<file path="config.mk">
export PLATFORM = sky130hd
export DESIGN_NAME = sel_enc_sb
export DESIGN_NICKNAME = d
export VERILOG_FILES = /design/src/rtl/sel_enc_sb.sv
export SDC_FILE = /design/constraint.sdc
export NUM_CORES = 1
export LEC_CHECK = 0
export CAP_MARGIN = 10
export CORE_MARGIN = 1
export CORE_UTILIZATION = 48
export CTS_CLUSTER_DIAMETER = 100
export DETAILED_ROUTE_END_ITERATION = 12
export HOLD_SLACK_MARGIN = 0.06
export PLACE_DENSITY = 0.85
export SLEW_MARGIN = 30
export SYNTH_ARGS = -nofsm -noshare
export SYNTH_HDL_FRONTEND = slang
export SYNTH_SLANG_ARGS = --single-unit
</file>
<file path="constraint.sdc">
create_clock -name clk_i -period 3.8 [get_ports clk_i]
set_clock_uncertainty 0.2 [all_clocks]
set_input_delay 0.57 -clock clk_i [delete_from_list [all_inputs] [get_ports clk_i]]
set_output_delay 0.57 -clock clk_i [all_outputs]
set_load 0.005 [all_outputs]
</file>
<file path="src/rtl/sel_enc_sb.sv">
// -----------------------------------------------------------------------------
// sel_enc_sb -- register select/encode unit with write scoreboard
//
// Holds a local copy of the instruction (IR). Each cycle it picks the ra, rb or
// rc field of the IR, with priority Gra > Grb > Grc; with no strobe the index is
// 0. The chosen index is decoded into one-hot register write enables (ctrl_in)
// and bus read enables (ctrl_out), both registered.
//
// A per-register scoreboard tracks writes that are still pending. A read of a
// busy register is suppressed and reported as a one-cycle hazard pulse. Writes
// are never blocked.
//
// Optional feature (macro R0_BASE_EN): a BAout read of R0 is treated as the
// constant zero for address calculation. It produces no read strobe and raises
// base_zero. R0 is also never marked busy. With the macro undefined, BAout acts
// exactly like Rout and base_zero is tied to 0.
//
// Ports
//   clk_i        clock, rising edge
//   reset_i      asynchronous active-high reset
//   instr_i      instruction from memory data path
//   ir_load_i    capture instr_i into IR at the next edge
//   Gra_i/Grb_i/Grc_i  field select strobes (Gra > Grb > Grc)
//   Rin_i        write-enable request for the selected register
//   Rout_i       read-enable request for the selected register
//   BAout_i      base-address read request
//   issue_i      mark IR.ra as a pending write
//   wb_valid_i   a pending write retires
//   wb_idx_i     index of the retired write
//   ctrl_in_o    registered one-hot write enables
//   ctrl_out_o   registered one-hot read enables
//   sel_idx_o    registered selected index
//   busy_o       scoreboard bits (1 = write pending)
//   hazard_o     registered: a read of a busy register was blocked
//   base_zero_o  registered: BAout hit R0 (R0_BASE_EN only)
// -----------------------------------------------------------------------------
module sel_enc_sb #(
  parameter int NREG    = 16,
  parameter int IDX_W   = $clog2(NREG),
  parameter int INSTR_W = 32,
  parameter int RA_LSB  = 23,
  parameter int RB_LSB  = 19,
  parameter int RC_LSB  = 15
) (
  input  logic               clk_i,
  input  logic               reset_i,
  input  logic [INSTR_W-1:0] instr_i,
  input  logic               ir_load_i,
  input  logic               Gra_i,
  input  logic               Grb_i,
  input  logic               Grc_i,
  input  logic               Rin_i,
  input  logic               Rout_i,
  input  logic               BAout_i,
  input  logic               issue_i,
  input  logic               wb_valid_i,
  input  logic [IDX_W-1:0]   wb_idx_i,
  output logic [NREG-1:0]    ctrl_in_o,
  output logic [NREG-1:0]    ctrl_out_o,
  output logic [IDX_W-1:0]   sel_idx_o,
  output logic [NREG-1:0]    busy_o,
  output logic               hazard_o,
  output logic               base_zero_o
);

  logic [INSTR_W-1:0] ir_q,        ir_d;
  logic [NREG-1:0]    ctrl_in_q,   ctrl_in_d;
  logic [NREG-1:0]    ctrl_out_q,  ctrl_out_d;
  logic [IDX_W-1:0]   sel_idx_q,   sel_idx_d;
  logic [NREG-1:0]    busy_q,      busy_d;
  logic               hazard_q,    hazard_d;
  logic               base_zero_q, base_zero_d;

  logic [IDX_W-1:0] ra, rb, rc, idx;
  logic [NREG-1:0]  onehot;
  logic             rd;
  logic             issue_ok;

  assign ra = ir_q[RA_LSB +: IDX_W];
  assign rb = ir_q[RB_LSB +: IDX_W];
  assign rc = ir_q[RC_LSB +: IDX_W];

  // Decoding always uses the registered IR. An IR load on the same edge is
  // therefore visible only from the following cycle.
  always_comb begin
    idx = '0;
    if      (Gra_i) idx = ra;
    else if (Grb_i) idx = rb;
    else if (Grc_i) idx = rc;
  end

  assign onehot = NREG'(1) << idx;
  assign rd     = Rout_i | BAout_i;

`ifdef R0_BASE_EN
  assign issue_ok = issue_i && (ra != '0);
`else
  assign issue_ok = issue_i;
`endif

  always_comb begin
    ir_d        = ir_load_i ? instr_i : ir_q;
    sel_idx_d   = idx;
    ctrl_in_d   = Rin_i ? onehot : '0;
    ctrl_out_d  = '0;
    hazard_d    = 1'b0;
    base_zero_d = 1'b0;

    // The hazard check looks at busy before this edge updates it.
`ifdef R0_BASE_EN
    if (BAout_i && idx == '0) begin
      base_zero_d = 1'b1;
    end else
`endif
    if (rd && busy_q[idx]) begin
      hazard_d = 1'b1;
    end else if (rd) begin
      ctrl_out_d = onehot;
    end

    // Apply the clear first so that a set to the same index wins.
    busy_d = busy_q;
    if (wb_valid_i) busy_d[wb_idx_i] = 1'b0;
    if (issue_ok)   busy_d[ra]       = 1'b1;
  end

  always_ff @(posedge clk_i or posedge reset_i) begin
    if (reset_i) begin
      ir_q        <= '0;
      ctrl_in_q   <= '0;
      ctrl_out_q  <= '0;
      sel_idx_q   <= '0;
      busy_q      <= '0;
      hazard_q    <= 1'b0;
      base_zero_q <= 1'b0;
    end else begin
      ir_q        <= ir_d;
      ctrl_in_q   <= ctrl_in_d;
      ctrl_out_q  <= ctrl_out_d;
      sel_idx_q   <= sel_idx_d;
      busy_q      <= busy_d;
      hazard_q    <= hazard_d;
      base_zero_q <= base_zero_d;
    end
  end

  assign ctrl_in_o   = ctrl_in_q;
  assign ctrl_out_o  = ctrl_out_q;
  assign sel_idx_o   = sel_idx_q;
  assign busy_o      = busy_q;
  assign hazard_o    = hazard_q;
  assign base_zero_o = base_zero_q;

endmodule

</file>
==> impl_metrics.toml <==
[detailed_routing]
drc_errors = 0
drtIter0Drc = 160
wl_mm = 6.32
via_count = 2206
wl_per_cell_um = 15.7
ant_nets = 0
viasPerCell = 5.46
drt-pass1-iter-count = 4

[sta]
drv_slew = 0
slew_headroom_pct = 49.7
report.final.hold_viol_count = 0
setup_slack_ns = 0.869
fmax_ghz = 0.341
rsz0062_at_grt = "false"
worstMarginPinSlew_ns = 0.754
layout_min_cycle_time_ns = 2.93
finalCritPeriodShare_pct = 77.1
finalSetupTns_ns = 0
setup_viol = 0

[floorplanning]
fp.dieW_um = 78
rows = 27
die_area_um2 = 6080
core_um2 = 5540
io_pins = 101
die_y_um = 78
initial_core_util_pct = 50.0

[min_path]
holdPathStages = 1
min_to = "ir_q[17]"
hold_path.class = "register to register"
holdCritStartpoint = "ir_q[17]"

[synth]
synthTopCellsByArea = "dfrtp_1, o21ai_0, mux2_2, nor2_1, nand2_1"
synth_largest_area_cell = "dfrtp_1"
ys.flop_type = "dfrtp_1"
async_flop_share_pct = 100
synth-simple-area-share_pct = 19.6
synthesis.area_um2 = 2770
synth_warnings = 0
synth.avg_cell_area_um2 = 11.1
synth_seq_cells = 65
synth_nets = 297
muxShareOfSynthArea_pct = 7.67
synth_top_family_by_area = "simple AND/OR/NAND/NOR gates"
synth_fa_ha_area_share_pct = 0
synth_edf_count = 0
synth_xor_area_share_pct = 0
ys_seq_area_share_pct = 58.7
syn-instance-count = 250
synth_compound_area_share_pct = 11.0
synth_top_area_share_pct = 58.7
synth_cell_types = 36

[finish]
fill_cells = 445
area_delta_synth_final_pct = 36.6
fin_nets = 378
layout-drive-gt1-share_pct = 14.5
post-route-util_pct = 68.3
n_antenna_cell = 0

[critical_path]
cp_slowest_stage_delay_ns = 0.63
setup.worst_path.start_class = "input port"
end_kind = "register"
crit_family = "simple AND/OR/NAND/NOR gates"
worstPathRequired_ns = 3.83
reg2reg_setup_slack_ns = 1.38
cpMaxStageDelayCell = "clkdlybuf4s50_1"
worstPathArrival_ns = 2.97
r2r_end = "ctrl_out_o[8]"
cp_max_fo = 14
critPathBufInv = 2
cp_cell_sequence = "clkdlybuf4s50_1 -> a21oi_1 -> a22o_1 -> inv_2 -> nor4_2 -> nor4_4 -> nor4_1"
path_class = "input port to register"
r2r_start = "ir_q[24]"
r2r_cells = 7

[clock_network]
clk_pin_slew_ns = 0.06
clock_latency_ns = 0.35
ctsResizeCount = 0
clkSinkCount = 65
ctsRootBufferMaster = "clkbuf_8"
clockBufferDepth = 2
cts-buffers-inserted = 9
htreeDepth = 3
ctsHoldBuffers = 0
cts_tree = "yes"
postCtsSetupBuffers = 0

[place]
io_buffers = 79
dp_hpwl_mm = 4.61
preCtsSetupSlack_ns = 0.551
gp_congestion = 0.829

[power]
max-vdd-ir-drop_mv = 0.295
power.leakage_nw = 1.61
fin_total_pwr_mw = 1.85
pwr_density_cell_nw_per_um2 = 489

[global_route]
antenna_found_initial = 0
grt_overflow = 0
grt_usage_pct = 22.8
grt_max_degree = 66
first_global_vias = 2158
grt_pass1_wl_mm = 10.4

[outcome]
status = "finished clean"

[run]
cap_violations = 0
[area by class of cell]
class                   count  area, µm²  share of cell area [%]
multi-input cells         167       1060                    28.1
clock buffers              11        141                    3.73
repair buffers             81        806                    21.3
inverters                   7       28.8                   0.760
clock inverters             1       30.0                   0.793
well taps                  72       90.1                    2.38
flip-flops and latches     65       1630                    43.0
[report_power, final]
part           internal (mW)  switching, mW
Combinational          0.252          0.212
Sequential             0.778         0.0756
Clock                  0.306          0.229
Total                   1.34          0.517
[registers in the layout (all words and copies together) (netlist names)]
name	flops
busy_o	16
ctrl_in_o	16
ctrl_out_o	16
hazard_o	1
ir_q	12
sel_idx_o	4
[worst register-to-register path, delay by kind of cell (launching register included)]
family,cells,cell delay [ns]
flip-flops,1,0.51
buffers and inverters,1,0.18
AND/OR/NAND/NOR,4,1.06
multiplexers,2,0.39
[cells in the final DEF, fill, tap and decap left out, types with 3 or more instances in the layout]
cell,n
dfrtp_1,65
clkdlybuf4s50_1,79
mux2_2,15
nand2b_1,5
or2_2,4
o21ai_0,40
clkbuf_8,10
nor4_2,4
mux2i_1,3
inv_1,4
a22o_1,6
nand3_1,12
nor3_1,4
nand2_1,20
and4_1,3
nor2_1,22
nor4_1,9
[routing by layer]
layer	track usage (%)	wire, µm
met1	27.2	2600
met2	38.9	3200
met3	5.41	389
met4	10.2	136
met5	0	0
[synth_stat cells, types with 2 or more instances]
cell type   n
a21oi_1     2
a22o_1      6
and3_1      2
and4_1      3
buf_2       4
buf_4       2
clkbuf_1    5
dfrtp_1    65
inv_1       5
mux2_2     15
mux2i_1     3
nand2_1    20
nand2_4     2
nand2b_1    5
nand3_1    12
nand3b_1    2
nor2_1     22
nor3_1      4
nor4_1      9
nor4_2      4
o21ai_0    40
or2_2       4
[worst max path at each step]
stage	start	end	slack [ns]	depth (start not counted)
2_1_floorplan	reset_i	busy_o[0]	1.40	1
3_3_place_gp	Gra_i	ctrl_out_o[5]	0.61	7
3_5_place_dp	Gra_i	ctrl_out_o[1]	0.55	7
4_1_cts	Gra_i	ctrl_out_o[1]	0.91	7
5_1_grt	Gra_i	ctrl_out_o[1]	0.62	7
6_report	Gra_i	ctrl_out_o[1]	0.87	7
[cell families (layout without fill, tap and decap cells)]
kind of cell	after synthesis	after routing
simple gates	94	94
flops	65	65
compound gates	53	53
mux	19	19
buf+inv	18	100
other cells	1	1
[per-stage QoR]
step                hold slack, ns  std cells  instance area, µm²
floorplan                    0.281        250                2770
global placement             0.291        392                3610
detailed placement           0.296        392                3610
CTS                          0.312        404                3790
global route                 0.335        404                3790
finish                       0.313        404                3790
Power figures use the tool's default switching activity.
